--- src/rtl/channel_decoder_coef_pkg.sv ---
// Shared types and defaults for the channel decoder coefficient fetch path.
// Build with CHANNEL_DECODER_COEF_SYM_EN for symmetric-FIR (half-ROM) addressing.
package channel_decoder_coef_pkg;

    localparam int DATA_W_DEF   = 16;
    localparam int ADDR_W_DEF   = 7;
    localparam int NUM_TAPS_DEF = 73;
    localparam int SKID_DEPTH   = 2;

    typedef enum logic [1:0] {
        IDLE  = 2'd0,
        RUN   = 2'd1,
        DRAIN = 2'd2
    } state_t;

endpackage

--- src/rtl/channel_decoder_coef_skid.sv ---
// Two-entry {last,data} FIFO that absorbs the one-cycle ROM read latency.
module channel_decoder_coef_skid
    import channel_decoder_coef_pkg::*;
#(
    parameter int W = 17
) (
    input  logic         clk,
    input  logic         rst_n,
    input  logic         push,
    input  logic [W-1:0] din,
    input  logic         pop,
    output logic [1:0]   count,
    output logic [W-1:0] head
);

    localparam int PW = $clog2(SKID_DEPTH);

    logic [SKID_DEPTH-1:0][W-1:0] mem;
    logic [PW-1:0]                rd_ptr, wr_ptr;
    logic                         push_ok, pop_ok;

    // A push into a full buffer is accepted only when the head leaves the same cycle.
    assign pop_ok  = pop && (count != 2'd0);
    assign push_ok = push && ((count < 2'(SKID_DEPTH)) || pop_ok);
    assign head    = mem[rd_ptr];

    always_ff @(posedge clk or negedge rst_n) begin
        if (!rst_n) begin
            mem    <= '0;
            rd_ptr <= '0;
            wr_ptr <= '0;
            count  <= '0;
        end else begin
            if (push_ok) begin
                mem[wr_ptr] <= din;
                wr_ptr      <= wr_ptr + PW'(1);
            end
            if (pop_ok)
                rd_ptr <= rd_ptr + PW'(1);
            count <= count + 2'(push_ok) - 2'(pop_ok);
        end
    end

endmodule

--- src/rtl/channel_decoder_coef_fetch.sv ---
// Streams NUM_TAPS coefficients from a 1-cycle-latency ROM onto a valid/ready port.
// CHANNEL_DECODER_COEF_SYM_EN folds tap addresses onto a half-length symmetric ROM.
module channel_decoder_coef_fetch
    import channel_decoder_coef_pkg::*;
#(
    parameter int DATA_W   = DATA_W_DEF,
    parameter int ADDR_W   = ADDR_W_DEF,
    parameter int NUM_TAPS = NUM_TAPS_DEF
) (
    input  logic              clk,
    input  logic              reset,
    input  logic              start,
    output logic              busy,
    output logic              done,
    output logic [ADDR_W-1:0] rom_address0,
    output logic              rom_ce0,
    input  logic [DATA_W-1:0] rom_q0,
    output logic              m_valid,
    output logic [DATA_W-1:0] m_data,
    output logic              m_last,
    input  logic              m_ready
);

    localparam logic [ADDR_W-1:0] LAST_IDX = ADDR_W'(NUM_TAPS - 1);

    state_t            state;
    logic [ADDR_W-1:0] tap_idx;
    logic              inflight;
    logic              cap_last;
    logic              done_r;
    logic [1:0]        fcount;
    logic [DATA_W:0]   head;
    logic [2:0]        occ;
    logic              pop;

    assign pop = m_valid && m_ready;
    assign occ = {1'b0, fcount} + {2'b00, inflight};

    // Entries held plus the read in flight, less what leaves now, must stay under two.
    assign rom_ce0 = (state == RUN) && (occ < (3'(SKID_DEPTH) + {2'b00, pop}));

`ifdef CHANNEL_DECODER_COEF_SYM_EN
    localparam logic [ADDR_W-1:0] HALF = ADDR_W'((NUM_TAPS + 1) / 2);
    assign rom_address0 = (tap_idx < HALF) ? tap_idx : (LAST_IDX - tap_idx);
`else
    assign rom_address0 = tap_idx;
`endif

    assign busy = (state != IDLE);
    assign done = done_r;

    always_ff @(posedge clk or negedge reset) begin
        if (!reset) begin
            state    <= IDLE;
            tap_idx  <= '0;
            inflight <= 1'b0;
            cap_last <= 1'b0;
            done_r   <= 1'b0;
        end else begin
            inflight <= rom_ce0;
            cap_last <= rom_ce0 && (tap_idx == LAST_IDX);
            done_r   <= 1'b0;
            case (state)
                IDLE: begin
                    if (start) begin
                        state   <= RUN;
                        tap_idx <= '0;
                    end
                end
                RUN: begin
                    // The index parks on the last tap so the address never runs past the table.
                    if (rom_ce0) begin
                        if (tap_idx == LAST_IDX)
                            state <= DRAIN;
                        else
                            tap_idx <= tap_idx + ADDR_W'(1);
                    end
                end
                DRAIN: begin
                    if (pop && m_last) begin
                        state  <= IDLE;
                        done_r <= 1'b1;
                    end
                end
                default: state <= IDLE;
            endcase
        end
    end

    channel_decoder_coef_skid #(
        .W(DATA_W + 1)
    ) u_skid (
        .clk  (clk),
        .rst_n(reset),
        .push (inflight),
        .din  ({cap_last, rom_q0}),
        .pop  (pop),
        .count(fcount),
        .head (head)
    );

    assign m_valid = (fcount != 2'd0);
    assign m_data  = head[DATA_W-1:0];
    assign m_last  = m_valid && head[DATA_W];

endmodule

--- config.mk ---
export PLATFORM = sky130hd
export DESIGN_NAME = channel_decoder_coef_fetch
export DESIGN_NICKNAME = d
export VERILOG_FILES = /design/src/rtl/channel_decoder_coef_pkg.sv /design/src/rtl/channel_decoder_coef_skid.sv /design/src/rtl/channel_decoder_coef_fetch.sv
export SDC_FILE = /design/constraint.sdc
export NUM_CORES = 1
export LEC_CHECK = 0
export ABC_AREA = 1
export BUFFER_PORTS_ARGS = -buffer_cell sky130_fd_sc_hd__buf_2
export CORE_MARGIN = 2
export CORE_UTILIZATION = 45
export DETAILED_ROUTE_END_ITERATION = 16
export PLACE_DENSITY = 0.75
export SLEW_MARGIN = 20
export SYNTH_ARGS = -nofsm -noshare
export SYNTH_HDL_FRONTEND = slang
export SYNTH_SLANG_ARGS = --single-unit
export TNS_END_PERCENT = 50
--- constraint.sdc ---
create_clock -name clk -period 1.71 [get_ports clk]
set_input_delay 0.0855 -clock clk [delete_from_list [all_inputs] [get_ports clk]]
set_output_delay 0.0855 -clock clk [all_outputs]
set_load 0.1 [all_outputs]
== Yosys cells after proc, flatten, opt, wreduce, memory -nomap -nowiden ==
Index checks and enable logic that the tools add are counted.
Widths: inputs -> output; s select.

* Flip-flop bits (word level): 50
* Latch bits: 0
* Memory bits (writable): 0
* Memory bits (read-only): 0
* Input port bits: 20
* Logic and storage cells: 61
* Memories kept: 0

* Add/subtract/negate cells: 7
* Multipliers: 0
* Divide/modulo/power cells: 0
* Magnitude comparators: 5
* Equal/unequal tests: 8
* Shift operators: 0
* Muxes and demuxes: 16
* Bitwise logic cells: 0
* Reduce and logical (&&, ||, !) cells: 15

{| class="wikitable"
|+ Operators by type and width
! operator !! count
|-
| $mux 17 || 3
|-
| $bwmux 34 || 1
|-
| $mux 7 || 3
|-
| $demux 17 s1 || 1
|-
| $pmux 7 s2 || 1
|-
| $logic_and 1x1->1 || 8
|-
| $mux 2 || 4
|-
| $ne 2x2->1 const B || 4
|-
| $reduce_and 4->1 || 2
|-
| $add 7x1->7 const B || 1
|-
| $eq 7x7->1 const B || 1
|-
| $pmux 2 s3 || 1
|-
| $reduce_bool 2->1 || 3
|-
| $lt 1x2->1 const B || 2
|-
| $add 2x1->3 || 1
|-
| $add 2x1->3 const A || 1
|-
| $lt 3x3->1 || 1
|-
| $add 1x1->1 const B || 2
|-
| $add 2x1->2 || 1
|-
| $eq 2x1->1 const B || 1
|-
| $eq 2x2->1 const B || 1
|-
| $logic_not 2->1 || 1
|-
| $lt 2x2->1 const B || 1
|-
| $mux 1 || 2
|-
| 4 further kinds || 4
|}

== Longest topological paths before layout ==
* Word-level depth: 7
* Depth in mapped cells: 11
* Mapped depth without buffers: 11

== Hierarchy ==
Synthesis repeated with hierarchy kept, for this count alone.

* Cells, all modules: 348
* Area, all modules: 2677.6 um2

{| class="wikitable"
|+ Modules (own cells, without submodules)
! module !! times used !! cells an instance !! area each (um2)
|-
| channel_decoder_coef_skid || 1 || 234 || 1868.0
|-
| channel_decoder_coef_fetch || 1 || 114 || 809.5
|}

== Least setup slack after synthesis ==
OpenSTA, ideal clock, no wires.

* Path kind: reg2reg
* From: reg u_skid.count[1]
* To: reg inflight
* Data arrival time: 2.381 ns
* Data required time: 1.445 ns
* Slack: -0.936 ns
* Cell stages (with the launch flop): 7
* Path buffers: 0
* Period minus slack after synthesis: 2.646 ns
* Cell sequence: dfrtp_1 inv_2 nand2_2 nand3_1 nand2_1 nand2_1 nor2_1

* Word-level cells in the longest chain between the ends: 5

{| class="wikitable"
|+ RTL lines
! element !! line !! source
|-
| from (decl) || channel_decoder_coef_skid.sv:12 || <nowiki>output logic [1:0] count,</nowiki>
|-
| from (signal assigned) || channel_decoder_coef_skid.sv:40 || <nowiki>count <= count + 2'(push_ok) - 2'(pop_ok);</nowiki>
|-
| $reduce_bool 2->1 || channel_decoder_coef_fetch.sv:102 || <nowiki>assign m_valid = (fcount != 2'd0);</nowiki>
|-
| via m_valid || channel_decoder_coef_fetch.sv:18 || <nowiki>output logic m_valid,</nowiki>
|-
| $logic_and 1x1->1 || channel_decoder_coef_fetch.sv:36 || <nowiki>assign pop = m_valid && m_ready;</nowiki>
|-
| $add 2x1->3 || channel_decoder_coef_fetch.sv:40 || <nowiki>assign rom_ce0 = (state == RUN) && (occ < (3'(SKID_DEPTH) + {2'b00, pop}));</nowiki>
|-
| $lt 3x3->1 || channel_decoder_coef_fetch.sv:40 ||
|-
| $logic_and 1x1->1 || channel_decoder_coef_fetch.sv:40 ||
|-
| via rom_ce0 || channel_decoder_coef_fetch.sv:16 || <nowiki>output logic rom_ce0,</nowiki>
|-
| to (signal assigned) || channel_decoder_coef_fetch.sv:60 || <nowiki>inflight <= rom_ce0;</nowiki>
|-
| to (decl) || channel_decoder_coef_fetch.sv:28 || <nowiki>logic inflight;</nowiki>
|}

The timed path passes the listed nets, and every way through them passes these cells.
A chain may end at the register's enable or synchronous reset.

== Final worst setup path ==
* From: reg u_skid.count[0]
* To: reg u_skid.count[1]

* Word-level cells in the longest chain between the ends: 7

{| class="wikitable"
|+ RTL lines
! element !! line !! source
|-
| $reduce_bool 2->1 * || channel_decoder_coef_skid.sv:23, channel_decoder_coef_fetch.sv:102 ||
|-
| $logic_and 1x1->1 || channel_decoder_coef_fetch.sv:36 ||
|-
| $logic_and 1x1->1 * || channel_decoder_coef_skid.sv:23 || <nowiki>assign pop_ok = pop && (count != 2'd0);</nowiki>
|-
| via u_skid.pop_ok || channel_decoder_coef_skid.sv:20 || <nowiki>logic push_ok, pop_ok;</nowiki>
|-
| $logic_or 1x1->1 || channel_decoder_coef_skid.sv:24 || <nowiki>assign push_ok = push && ((count < 2'(SKID_DEPTH)) || pop_ok);</nowiki>
|-
| $logic_and 1x1->1 || channel_decoder_coef_skid.sv:24 ||
|-
| $add 2x1->2 || channel_decoder_coef_skid.sv:40 ||
|-
| $sub 2x1->2 * || channel_decoder_coef_skid.sv:40 ||
|}

The timed path passes the listed nets; every way through them passes the cells marked *.

==> metrics.md <==
| Metric | Value |
|---|---|
| Status | `finished clean` |
| RSZ-0062 raised after global routing | `true` |
| FP Rows | `27` |
| Synth-to-layout area growth | `29.77%` |
| Aggregate global routing overflow | `0` |
| Synth Warn # | `0` |
| Max-cap violations | `0` |
| Die Area | `0.006229 mm2` |
| CTS clock-pin slew for the worst setup and hold paths | `0.08 ns` |
| Total CTS buffers | `5` |
| Layout cell share with drive strength beyond 1 | `30.36%` |
| Crit. End Element | `register` |
| Initial DRC Count | `125` |
| Compound-Gate Fraction of Synth Area | `10.40%` |
| Worst Setup Path Type | `register to register` |
| Worst EP arrival | `1.83 ns` |
| Crit-path slowest cell | `dfrtp_1` |
| Routed Antenna Nets | `0` |
| Die Height | `78.93 um` |
| CTS root buf | `clkbuf_8` |
| IO Pins | `48` |
| Drt wl/cell | `11.85 um` |
| Post-Syn Nets | `333` |
| Average cell area after synthesis | `8.229 um2` |
| Delay-heaviest family, CP | `adder cells` |
| Worst clock skew | `0.006371 ns` |
| Post-route cell area | `0.003278 mm2` |
| RD Place Congestion | `0.8644` |
| Largest net degree at the start of global routing | `35` |
| Placed inst area | `0.003107 mm2` |
| CTS tree | `done` |
| Fmax | `604.6 MHz` |
| Crit path required time | `1.88 ns` |
| Starting Density | `46.16%` |
| Class of the worst hold path | `input pin to register` |
| Synth Area in Adders | `2.972%` |
| Post-synthesis sequential area ratio | `49.53%` |
| Antenna violations before repair | `0` |
| Die Wd | `78.93 um` |
| Nets@finish | `385` |
| Slew Limit Fails | `0` |
| Vias in the first global route | `1945` |
| Vias per cell | `4.845` |
| Synth Instances | `307` |
| Rel. slew slack | `67.55%` |
| Worst Max-Slew Pin Slew | `0.4901 ns` |
| Buf/Inv on CP | `2` |
| Core area | `0.005473 mm2` |
| Fillers | `522` |
| Crit path time final | `1.654 ns` |
| Worst path cell trace | `inv_2, nand2_8, and2_4, ha_1, inv_1, ha_2, xnor2_2, xor2_1` |
| Final Routed Wirelength | `5.106 mm` |
| CP startpoint kind | `register` |
| HPWL reported at the end of detailed placement | `3.549 mm` |
| First-pass GRT wire length | `8.928 mm` |
| Synthesized cell area | `0.002526 mm2` |
| Synth cell types | `24` |
| CTS max path bufs | `2` |
| Residual DRC | `0` |
| CP max FO | `5` |
| Vias | `2088` |
| # clock sinks | `50` |
| Port Buffers | `47` |
| H-tree levels | `2` |
| Largest family of logic cells by synthesized area | `simple AND/OR/NAND/NOR gates` |
| Antenna fix cells | `0` |
| Initial DRT Pass Iterations | `4` |
| Final setup viols | `0` |
| CP peak stage delay | `0.42 ns` |
| Clock Latency Late Sink | `0.29 ns` |
| GRT Util Overall | `17.99%` |
| Synth Register Bits | `50` |
| Final hold vios | `0` |
| Multiplexer area fraction after synthesis | `0%` |
| Post-route clock period utilization | `96.72%` |
| XOR/XNOR share of the synthesized area | `1.734%` |
| Simple-Gate Fraction of Synth Area | `26.35%` |
-- path summary, 6_finish.rpt --
check	startpoint	endpoint	slack (ns)	depth (start not counted)
min reg2reg	u_skid.mem[9]	u_skid.mem[9]	0.48	2
max	u_skid.count[0]	u_skid.count[1]	0.06	8
min	rom_q0[12]	u_skid.mem[12]	0.05	3
max reg2reg	u_skid.count[0]	u_skid.count[1]	0.06	8
min in group asynchronous	reset	u_skid.mem[18]	0.34	3
max in group asynchronous	reset	u_skid.mem[27]	1.08	3
-- cell families (layout without fill, tap and decap cells) --
| family | Yosys count | after routing |
|---|---|---|
| adder cells (fa/ha/maj) | 6 | 6 |
| XOR/XNOR | 5 | 5 |
| buffers and inverters | 48 | 100 |
| AND/OR/NAND/NOR | 159 | 159 |
| flip-flops | 50 | 50 |
| AO/OA/AOI/OAI | 39 | 39 |
-- worst reg2reg max path: stages (launching register included) --
cell and delay, ns:
dfrtp_1 0.42, inv_2 0.12, nand2_8 0.06, and2_4 0.15, ha_1 0.27, inv_1 0.04
ha_2 0.18, xnor2_2 0.14, xor2_1 0.16
-- timing repair --
item | in CTS | in global routing
endpoints found under the setup margin | 1 | 9
setup buffers | 2 | 2
endpoints found under the hold margin | 50 | 0
hold buffers | 1 | 0
pin swaps | 5 | 3
resized for setup | 8 | 4
cloned | 0 | 0
-- per-stage QoR --
step	hold slack, ns	util, %	setup slack, ns	TNS [ns]	cells
global route	0.04113	59.90	-0.007070	-0.007070	431
finish	0.04731	59.90	0.05607	0	431
floorplan	-0.2101	-	-0.02547	-0.02547	307
CTS	0.04040	59.31	-0.01381	-0.01381	429
detailed placement	0.09022	56.77	0.03373	0	420
global placement	0.08621	56.77	0.09811	0	420
-- layout by cell type, fill, tap and decap left out, drive strengths merged --
master       count
a21oi            3
and2             1
buf             57
clkbuf           7
clkinv           1
dfrtp           50
dlygate4sd3      1
ha               6
inv             34
nand2          122
nand3            9
nand4           10
nor2            13
nor3             2
o21ai           36
or2              2
xnor2            2
xor2             3
-- metal layers --
| layer | GRT usage (%) | vias to the layer above | routed length (um) |
|---|---|---|---|
| met1 | 23.64 | 963 | 2257 |
| met4 | 3.103 | 0 | 30 |
| met2 | 31.45 | 52 | 2603 |
| met3 | 3.523 | 6 | 215 |
| li1 | - | 1067 | - |
| met5 | 0 | - | 0 |
-- area by class of cell --
cell class                 count  area [um2]  share of cell area, %
sequential                    50        1259                  38.40
multi-input combinational    209        1121                  34.20
timing repair buffer          58       590.6                  18.02
inverter                      35       131.4                  4.008
tap                           72       90.09                  2.748
clock buffer                   7       86.33                  2.634
-- sequential cells by signal (all words and copies together) (netlist names) --
| name | flops |
|---|---|
| done | 1 |
| cap_last | 1 |
| inflight | 1 |
| rom_address0 | 7 |
| u_skid.count | 2 |
| state | 2 |
| u_skid.rd_ptr | 1 |
| u_skid.mem | 34 |
| u_skid.wr_ptr | 1 |
-- synthesized netlist by cell type --
| cell | count | area share (%) |
|---|---|---|
| nand2_1 | 119 | 18 |
| dfrtp_1 | 50 | 50 |
| inv_1 | 28 | 4.2 |
| o21ai_0 | 18 | 3.6 |
| o21ai_2 | 18 | 6.2 |
| nor2_1 | 12 | 1.8 |
| nand4_1 | 10 | 2.5 |
| nand3_1 | 8 | 1.6 |
| ha_1 | 6 | 3.0 |
| inv_2 | 6 | 0.89 |
| buf_2 | 5 | 0.99 |
| buf_6 | 5 | 2.2 |
| a21oi_1 | 3 | 0.59 |
| nand2_2 | 3 | 0.74 |
| xor2_1 | 3 | 1.0 |
| clkbuf_1 | 2 | 0.30 |
| nor3_1 | 2 | 0.40 |
| or2_1 | 2 | 0.50 |
| xnor2_1 | 2 | 0.69 |
| and2_1 | 1 | 0.25 |
| buf_4 | 1 | 0.30 |
| clkinv_1 | 1 | 0.15 |
| nand3_4 | 1 | 0.69 |
| nor2_2 | 1 | 0.25 |
Power is left out: the tool's default activity adds up to more than one toggle a clock period on the data nets, which glitch-free logic cannot reach.
